### src/rtl/uart_tx_ctrl_if.sv
// uart_tx_ctrl_if: request and serializer-strobe bundle between sys-control, the sequencer and the serializer
interface uart_tx_ctrl_if #(
    parameter int DATA_WIDTH = 8
);
    localparam int IW = DATA_WIDTH > 1 ? $clog2(DATA_WIDTH) : 1;
    logic          data_valid;
    logic          par_en;
    logic          load;
    logic          ser_en;
    logic [IW-1:0] bit_idx;
    logic [2:0]    mux_sel;
    logic          busy;
    logic          done;
    modport master (output data_valid, par_en, input load, ser_en, bit_idx, mux_sel, busy, done);
    modport slave  (input data_valid, par_en, output load, ser_en, bit_idx, mux_sel, busy, done);
endinterface

### src/rtl/uart_tx_ctrl.sv
// uart_tx_ctrl: UART frame sequencer driving bit timing, serializer strobes and the TX mux select
module uart_tx_ctrl #(
    parameter int DATA_WIDTH   = 8,
    parameter int CLKS_PER_BIT = 16,
    parameter int STOP_BITS    = 1
) (
    input logic          CLK,
    input logic          RST,
    uart_tx_ctrl_if.slave bus
);
    localparam int IW = DATA_WIDTH > 1 ? $clog2(DATA_WIDTH) : 1;
    localparam int CW = $clog2(CLKS_PER_BIT);
    typedef enum logic [2:0] {IDLE = 3'd0, START = 3'd1, DATA = 3'd2, PARITY = 3'd3, STOP = 3'd4} state_t;
    state_t        state_q, state_n;
    logic [CW-1:0] cnt_q, cnt_n;
    logic [IW-1:0] idx_q, idx_n;
    logic          stop_q, stop_n;
    logic          par_q, par_n;
    logic          load, ser_en, done;
    logic          bit_end, last_bit, last_stop;
    assign bit_end   = cnt_q == CW'(CLKS_PER_BIT - 1);
    assign last_bit  = idx_q == IW'(DATA_WIDTH - 1);
    assign last_stop = stop_q == 1'(STOP_BITS - 1);
    always_ff @(posedge CLK) begin
        if (!RST) begin
            state_q <= IDLE;
            cnt_q   <= '0;
            idx_q   <= '0;
            stop_q  <= 1'b0;
            par_q   <= 1'b0;
        end else begin
            state_q <= state_n;
            cnt_q   <= cnt_n;
            idx_q   <= idx_n;
            stop_q  <= stop_n;
            par_q   <= par_n;
        end
    end
    // load is gated by RST so a request held through reset is not acknowledged
    always_comb begin
        state_n = state_q;
        cnt_n   = bit_end ? '0 : cnt_q + 1'b1;
        idx_n   = '0;
        stop_n  = 1'b0;
        par_n   = par_q;
        load    = 1'b0;
        ser_en  = 1'b0;
        done    = 1'b0;
        case (state_q)
            IDLE: begin
                cnt_n = '0;
                if (bus.data_valid) begin
                    load    = RST;
                    par_n   = bus.par_en;
                    state_n = START;
                end
            end
            START: state_n = bit_end ? DATA : START;
            DATA: begin
                idx_n = idx_q;
                if (bit_end && !last_bit) begin
                    ser_en = 1'b1;
                    idx_n  = idx_q + 1'b1;
                end else if (bit_end) begin
                    idx_n   = '0;
                    state_n = par_q ? PARITY : STOP;
                end
            end
            PARITY: state_n = bit_end ? STOP : PARITY;
            STOP: begin
                stop_n = bit_end ? stop_q + 1'b1 : stop_q;
                if (bit_end && last_stop) begin
                    done    = 1'b1;
                    stop_n  = 1'b0;
                    state_n = IDLE;
                    if (bus.data_valid) begin
                        load    = RST;
                        par_n   = bus.par_en;
                        state_n = START;
                    end
                end
            end
            default: begin
                cnt_n   = '0;
                state_n = IDLE;
            end
        endcase
    end
    assign bus.load    = load;
    assign bus.ser_en  = ser_en;
    assign bus.done    = done;
    assign bus.bit_idx = idx_q;
    assign bus.busy    = state_q != IDLE;
    assign bus.mux_sel = state_q == START  ? 3'b001 :
                         state_q == DATA   ? 3'b010 :
                         state_q == PARITY ? 3'b011 :
                         state_q == STOP   ? 3'b100 : 3'b000;
endmodule

### src/flat_wrapper.sv
// flat-port wrapper written by rule: the top's interface ports become plain ports
module uart_tx_ctrl_flat 
#(
    parameter int DATA_WIDTH   = 8,
    parameter int CLKS_PER_BIT = 16,
    parameter int STOP_BITS    = 1
)
  (CLK, RST, bus_data_valid, bus_par_en, bus_load, bus_ser_en, bus_bit_idx, bus_mux_sel, bus_busy, bus_done);
  uart_tx_ctrl_if #(.DATA_WIDTH(DATA_WIDTH)) bus_i ();
  input logic CLK;
  input logic RST;
  input wire logic [$bits(bus_i.data_valid)-1:0] bus_data_valid;
  input wire logic [$bits(bus_i.par_en)-1:0] bus_par_en;
  output wire logic [$bits(bus_i.load)-1:0] bus_load;
  output wire logic [$bits(bus_i.ser_en)-1:0] bus_ser_en;
  output wire logic [$bits(bus_i.bit_idx)-1:0] bus_bit_idx;
  output wire logic [$bits(bus_i.mux_sel)-1:0] bus_mux_sel;
  output wire logic [$bits(bus_i.busy)-1:0] bus_busy;
  output wire logic [$bits(bus_i.done)-1:0] bus_done;
  assign bus_i.data_valid = bus_data_valid;
  assign bus_i.par_en = bus_par_en;
  assign bus_load = bus_i.load;
  assign bus_ser_en = bus_i.ser_en;
  assign bus_bit_idx = bus_i.bit_idx;
  assign bus_mux_sel = bus_i.mux_sel;
  assign bus_busy = bus_i.busy;
  assign bus_done = bus_i.done;
  uart_tx_ctrl #(.DATA_WIDTH(DATA_WIDTH), .CLKS_PER_BIT(CLKS_PER_BIT), .STOP_BITS(STOP_BITS)) u_core (.CLK(CLK), .RST(RST), .bus(bus_i));
endmodule
### config.mk
export PLATFORM = sky130hd
export DESIGN_NAME = uart_tx_ctrl_flat
export DESIGN_NICKNAME = d
export VERILOG_FILES = /design/src/rtl/uart_tx_ctrl_if.sv /design/src/rtl/uart_tx_ctrl.sv /design/src/flat_wrapper.sv
export SDC_FILE = /design/constraint.sdc
export NUM_CORES = 1
export LEC_CHECK = 0
export BUFFER_PORTS_ARGS = -buffer_cell sky130_fd_sc_hd__buf_2
export CELL_PAD_IN_SITES_DETAIL_PLACEMENT = 0
export CELL_PAD_IN_SITES_GLOBAL_PLACEMENT = 1
export CORE_MARGIN = 2
export CORE_UTILIZATION = 32
export CTS_CLUSTER_SIZE = 24
export DETAILED_ROUTE_END_ITERATION = 10
export PLACE_DENSITY = 0.75
export SLEW_MARGIN = 20
export SYNTH_ARGS = -nofsm -noshare
export SYNTH_HDL_FRONTEND = slang
export SYNTH_SLANG_ARGS = --single-unit
### constraint.sdc
create_clock -name CLK -period 2.62 [get_ports CLK]
set_clock_uncertainty 0.05 [all_clocks]
set_input_delay 0.393 -clock CLK [delete_from_list [all_inputs] [get_ports CLK]]
set_output_delay 0.393 -clock CLK [all_outputs]
set_load 0.01 [all_outputs]
==> qor.tcl, run 1 <==
set qor(drc_errors) 0
set qor(synth_edf_count) 0
set qor(synth.distinct_cells) 28
set qor(worst_ir_drop_vdd_mv) 0.3876
set qor(gpl.final_weighted_congestion) 0.7317
set qor(fraction_of_final_layout_cells_with_drive_strength_greater_than_1_pct) 26.74
set qor(die_height_um) 48.44
set qor(die-area_mm2) 0.002346
set qor(status) {completed}
set qor(kind_of_launch_point_of_the_worst_setup_path) {flip-flop}
set qor(synth.area.mux_share_pct) 0
set qor(synth-adder-area-share_pct) 5.941
set qor(worst_skew_pair.late_latency_ps) 270
set qor(drt.antenna.violating_nets) 0
set qor(dr.pass1.iters) 3
set qor(clock_sinks) 12
set qor(io_buffers) 13
set qor(antenna_found_initial) 0
set qor(synthSimpleGateAreaFrac_pct) 32.67
set qor(postCtsHoldBufs) 0
set qor(seq_power_share_pct) 52.2
set qor(setup.worst_path.end_class) {primary output}
set qor(synthArstFlopShare_pct) 0
set qor(timing.hold.ws_ps) 290.3
set qor(gr-total-overflow) 0
set qor(report.final.setup_viol) 0
set qor(detailed_place_hpwl_um) 998
set qor(final_nets) 94
set qor(synth_xor_area_share_pct) 1.386
set qor(rows) 16
set qor(path_max_fanout) 5
set qor(cts-buffers-inserted) 3
set qor(grt_first_pass_wirelength_um) 2408
set qor(min-delay-path-class) {primary input to flip-flop}
set qor(synth_top_area_share_pct) 38.02
set qor(floorplan.initialDensity_pct) 33.22
set qor(cts_htree_levels) 1
set qor(drt_wl_total_um) 1364
set qor(hold_viol_final) 0
set qor(power_density_mw_per_mm2) 484.0
set qor(power.internal_uw) 281.8
set qor(post_cts_resize_count) 0
set qor(timing_worst_setup_path_type) {flip-flop to primary output}
set qor(wl_per_cell_um) 12.07
set qor(placed_cells_incl_taps) 109
set qor(clk_root_buffer_cell) {sky130_fd_sc_hd__clkbuf_4}
set qor(ys_seq_area_share_pct) 38.02
set qor(power.static_leakage_nw) 0.3333
set qor(coreArea_mm2) 0.001902
set qor(post-route-util_pct) 39.80
set qor(syn-num-nets) 78
set qor(synth_flop_cell) {sky130_fd_sc_hd__dfxtp_1}
set qor(dieWidth_um) 48.44
set qor(detail_routed_via_count_per_cell) 4.885
set qor(maxSlewViolCount) 0
set qor(area_delta_synth_final_pct) 19.80
set qor(post_synth.cell_area_avg_um2) 8.899
set qor(synth-compound-area-share_pct) 18.02
set qor(power.share.combinational_pct) 7.0
set qor(gr-usage-all-layers_pct) 13.51
set qor(final.setup.tns_ps) 0
set qor(synth_top_family_by_area) {simple AND/OR/NAND/NOR gates}
set qor(clockPowerShare_pct) 40.8
set qor(yosys.area.top_type) {sky130_fd_sc_hd__dfxtp_1}
set qor(syn-instance-count) 71
set qor(cts.reportedPaths.clkPinSlew_ps) 80
set qor(rsz_0062_raised_after_global_routing) {false}
set qor(grt_start_max_net_pins) 11
set qor(dr_total_vias) 552
set qor(cap_violations) 0
set qor(period_minus_slack_ps) 2246
set qor(clock_tree_from_tritoncts) {yes}
set qor(timing.critical_path.required_ps) 2180
set qor(cts_post_setup_buffers_inserted) 0
set qor(worstMarginPinSlew_ps) 372.6
set qor(achievable-frequency_mhz) 445.2
set qor(synth_area_um2) 631.9
set qor(power_switching_uw) 84.60
set qor(synth.ff_latch_count) 12
set qor(layout.cells.non_filler) 113
set qor(synthTopCellsByArea) {sky130_fd_sc_hd__dfxtp_1 38%, sky130_fd_sc_hd__ha_1 5.9%, sky130_fd_sc_hd__a21oi_1 4.8%, sky130_fd_sc_hd__nor3b_1 4.8%, sky130_fd_sc_hd__a2111oi_4 4.4%}
set qor(synth-warning-count) 0
set qor(num_io_pins) 14
set qor(sw_frac_of_total_pct) 23.09
set qor(timing.slew.headroom_pct) 75.13
set qor(detailedRoute.firstIterationViolations) 5
set qor(fin_crit_sh_pct) 85.73
set qor(diodes) 0
set qor(first_global_vias) 520
set qor(r2r_slack_ps) 1040
set qor(cp_data_arrival_time_ps) 1800
set qor(clock_path_buffers) 2
[metrics by stage]
stage / cell area, um^2 / setup WS (ps) / power (mW)
2_1_floorplan: 631.9 / 809.4 / 0.2119
3_3_place_gp: 720.7 / 697.7 / 0.2209
3_5_place_dp: 720.7 / 663.3 / 0.2212
4_1_cts: 757.0 / 352.3 / 0.3715
5_1_grt: 757.0 / 235.2 / 0.3844
6_report: 757.0 / 373.9 / 0.3664
[Yosys cell counts, drive strengths merged, types with 2 or more instances]
cell type / instances
a21oi: 6
o21ai: 5
nand3: 5
dfxtp: 12
and2: 2
nor2b: 2
inv: 4
ha: 3
buf: 2
nand4b: 2
nand2: 4
nor3b: 5
or3: 2
nor3: 2
nor2: 5
[final timing paths]
| kind | start | endpoint | depth (start not counted) |
|---|---|---|---|
| worst min-delay path | bus_par_en | u_core.par_q$_SDFFE_PN0P_ | 3 |
| worst max register to register | u_core.bus.bit_idx[0]$_SDFFE_PN0P_ | u_core.state_q[1]$_SDFFE_PN0P_ | 6 |
| worst min register to register | u_core.stop_q$_SDFFE_PP0N_ | u_core.stop_q$_SDFFE_PP0N_ | 2 |
| worst max-delay path | u_core.cnt_q[0]$_SDFF_PP0_ | bus_load | 5 |
[registers in the layout, summed over array words and instances (netlist names)]
signal              count
u_core.cnt_q            4
u_core.bus.bit_idx      3
u_core.state_q          3
u_core.par_q            1
u_core.stop_q           1
[power by group through the flow]
stage	registers [mW]	clock network [mW]	logic (mW)
final	0.191	0.149	0.0257
after global routing	0.192	0.163	0.0293
after CTS	0.191	0.154	0.0256
after detailed placement	0.196	0	0.0254
after global placement	0.196	0	0.0254
after floorplan	0.194	0	0.0175
[worst max-delay path, stage by stage (launching register included)]
cell	delay, ps
sky130_fd_sc_hd__dfxtp_1	380
sky130_fd_sc_hd__ha_1	280
sky130_fd_sc_hd__nand4b_2	180
sky130_fd_sc_hd__a2111oi_4	400
sky130_fd_sc_hd__and2_1	170
sky130_fd_sc_hd__buf_2	120
[routing by layer]
| layer | up-vias | wire length [um] | track usage, % |
|---|---|---|---|
| met2 | 10 | 578 | 20.37 |
| met5 | - | 0 | 0 |
| li1 | 288 | - | - |
| met4 | 0 | 19 | 5.714 |
| met3 | 2 | 68 | 6.173 |
| met1 | 252 | 698 | 16.63 |
[placed cells by master, fill, tap and decap left out, types with 2 or more instances in the layout]
master	synthesis	routed
sky130_fd_sc_hd__nor3_1	2	2
sky130_fd_sc_hd__clkbuf_4	0	3
sky130_fd_sc_hd__a21oi_1	6	6
sky130_fd_sc_hd__inv_1	4	4
sky130_fd_sc_hd__dfxtp_1	12	12
sky130_fd_sc_hd__buf_2	2	13
sky130_fd_sc_hd__ha_1	3	3
sky130_fd_sc_hd__nor2b_1	2	2
sky130_fd_sc_hd__nand2_1	4	4
sky130_fd_sc_hd__nor3b_1	4	4
sky130_fd_sc_hd__nand3_1	4	4
sky130_fd_sc_hd__nor2_1	5	5
sky130_fd_sc_hd__or3_1	2	2
sky130_fd_sc_hd__and2_1	2	2
sky130_fd_sc_hd__o21ai_0	5	5
[cell families after synthesis]
| group | after synthesis |
|---|---|
| xor gates and xnor gates | 1 |
| AOI/OAI and AO/OA | 16 |
| buffers and inverters | 6 |
| DFF | 12 |
| adders and majority gates | 3 |
| and+or+nand+nor | 33 |
[area by class of cell]
type	count	area, um^2
Multi-Input combinational cell	53	366.6
Tap cell	27	33.78
Sequential cell	12	240.2
Clock buffer	4	36.28
Inverter	4	15.01
Fill cell	206	1145
Timing Repair Buffer	13	65.06
No activity file was read; power rests on OpenSTA's default activity.
==> inputs of run 2 (changes only) <==
- CORE_ASPECT_RATIO: not set -> 0.9
==> qor.tcl, run 2 (synthesis results as in run 1) <==
set qor(cts_post_setup_buffers_inserted) 0
set qor(cp_data_arrival_time_ps) 1840
set qor(achievable-frequency_mhz) 438.5
set qor(drc_errors) 0
set qor(final_cell_area_um2) 754.5
set qor(min_delay_worst_endpoint) {u_core.par_q$_SDFFE_PN0P_}
set qor(worst_ir_drop_vdd_mv) 0.4227
set qor(diodes) 0
set qor(largest_register_ffs) 4
set qor(postCtsHoldBufs) 0
set qor(detailed_place_hpwl_um) 975.3
set qor(worstReg2RegStart) {u_core.cnt_q[0]$_SDFF_PP0_}
set qor(area_delta_synth_final_pct) 19.41
set qor(worst_skew_pair.late_latency_ps) 270
set qor(power_uw) 365.1
set qor(num_io_pins) 14
set qor(grt_use_met3_pct) 5.844
set qor(post-route-util_pct) 39.80
set qor(worstMarginPinSlew_ps) 372.7
set qor(detail_routed_via_count_per_cell) 5.018
set qor(cts-buffers-inserted) 3
set qor(fraction_of_final_layout_cells_with_drive_strength_greater_than_1_pct) 26.74
set qor(timing.critical_path.required_ps) 2180
set qor(gpl.final_weighted_congestion) 0.7323
set qor(setup.worst_path.end_class) {primary output}
set qor(rows) 15
set qor(startpoint_of_the_tightest_hold_check_path) {bus_par_en}
set qor(power_density_mw_per_mm2) 483.9
set qor(layout.cells.non_filler) 111
set qor(coreArea_mm2) 0.001896
set qor(final_nets) 94
set qor(gr-usage-all-layers_pct) 12.57
set qor(floorplan.initialDensity_pct) 33.33
set qor(hold_viol_final) 0
set qor(post_cts_resize_count) 0
set qor(fin_crit_sh_pct) 87.04
set qor(n_fill_cell) 205
set qor(min-delay-path-class) {primary input to flip-flop}
set qor(clock_sinks) 12
set qor(met2_usage_in_global_routing_pct) 20.00
set qor(clock_tree_from_tritoncts) {yes}
set qor(timing.slew.headroom_pct) 75.12
set qor(wl_per_cell_um) 11.56
set qor(global_route.peak_usage_layer) {met2}
set qor(period_minus_slack_ps) 2280
set qor(worstRegToRegCells) 5
set qor(grt_first_pass_wirelength_um) 2125
set qor(cap_violations) 0
set qor(globalRouteMet1Util_pct) 15.52
set qor(grt_start_max_net_pins) 11
set qor(clock_path_buffers) 2
set qor(rsz_0062_raised_after_global_routing) {false}
set qor(placed_cells_incl_taps) 107
set qor(io_buffers) 13
set qor(r2r_slack_ps) 1040
set qor(die_height_um) 46.16
set qor(worstHoldPathCells) 3
set qor(timing_worst_setup_path_type) {flip-flop to primary output}
set qor(clk_root_buffer_cell) {sky130_fd_sc_hd__clkbuf_4}
set qor(dr_total_vias) 557
set qor(path_max_fanout) 5
set qor(dr.pass1.iters) 4
set qor(drt.antenna.violating_nets) 0
set qor(dieWidth_um) 50.84
set qor(layout.cells.most_common) {sky130_fd_sc_hd__buf_2}
set qor(die-area_mm2) 0.002347
set qor(cts_htree_levels) 1
set qor(top_register) {u_core.cnt_q}
set qor(timing.hold.ws_ps) 287.7
set qor(detailedRoute.firstIterationViolations) 11
set qor(placedInstanceArea_um2) 718.2
set qor(kind_of_launch_point_of_the_worst_setup_path) {flip-flop}
set qor(report.final.setup_viol) 0
set qor(maxSlewViolCount) 0
set qor(worst_slack_ps) 339.6
set qor(status) {completed}
set qor(final.setup.tns_ps) 0
set qor(layout.cells.most_common_list) {13 x sky130_fd_sc_hd__buf_2, 12 x sky130_fd_sc_hd__dfxtp_1, 6 x sky130_fd_sc_hd__a21oi_1}
set qor(r2r_end) {u_core.par_q$_SDFFE_PN0P_}
set qor(cts.reportedPaths.clkPinSlew_ps) 80
set qor(drt_wl_total_um) 1283
set qor(antenna_found_initial) 0
set qor(pre_cts_ws_ps) 632.8
set qor(gr-total-overflow) 0
set qor(first_global_vias) 506
set qor(power.static_leakage_nw) 0.3333
==> run 2: cell counts in the layout (fill, tap and decap cells not counted) <==
No cell type changed its count.
==> run 2: worst max path at each step <==
stage          depth (start not counted)       end                  startpoint  slack, ps
4_1_cts                                5  bus_load  u_core.cnt_q[0]$_SDFF_PP0_        320
3_3_place_gp                           5  bus_load  u_core.cnt_q[0]$_SDFF_PP0_        710
5_1_grt                                5  bus_load  u_core.cnt_q[0]$_SDFF_PP0_        220
3_5_place_dp                           5  bus_load  u_core.cnt_q[0]$_SDFF_PP0_        630
6_report                               5  bus_load  u_core.cnt_q[0]$_SDFF_PP0_        340
2_1_floorplan                          4  bus_load  u_core.cnt_q[0]$_SDFF_PP0_        810
==> run 2: final cells by class <==
| class | instances | area, um^2 | share of cell area (%) |
|---|---|---|---|
| Sequential cell | 12 | 240.2 | 31.84 |
| Clock buffer | 4 | 36.28 | 4.809 |
| Multi-Input combinational cell | 53 | 366.6 | 48.59 |
| Timing Repair Buffer | 13 | 65.06 | 8.624 |
| Tap cell | 25 | 31.28 | 4.146 |
| Inverter | 4 | 15.01 | 1.990 |
==> run 2: per-layer routing <==
metal	vias to the layer above	routed length, um
met3	2	97
met1	255	591
li1	287	-
met4	0	12
met5	-	0
met2	13	581
==> run 2: where the power goes <==
part | leakage, nW | internal [mW] | switching, mW
Clock | 0.0210 | 0.0845 | 0.0641
Sequential | 0.0972 | 0.186 | 0.00539
Combinational | 0.215 | 0.0115 | 0.0137
==> run 2: critical path, stage by stage (launching register included) <==
cell and delay, ps:
sky130_fd_sc_hd__dfxtp_1 390, sky130_fd_sc_hd__ha_1 290, sky130_fd_sc_hd__nand4b_2 190, sky130_fd_sc_hd__a2111oi_4 410, sky130_fd_sc_hd__and2_1 170, sky130_fd_sc_hd__buf_2 120
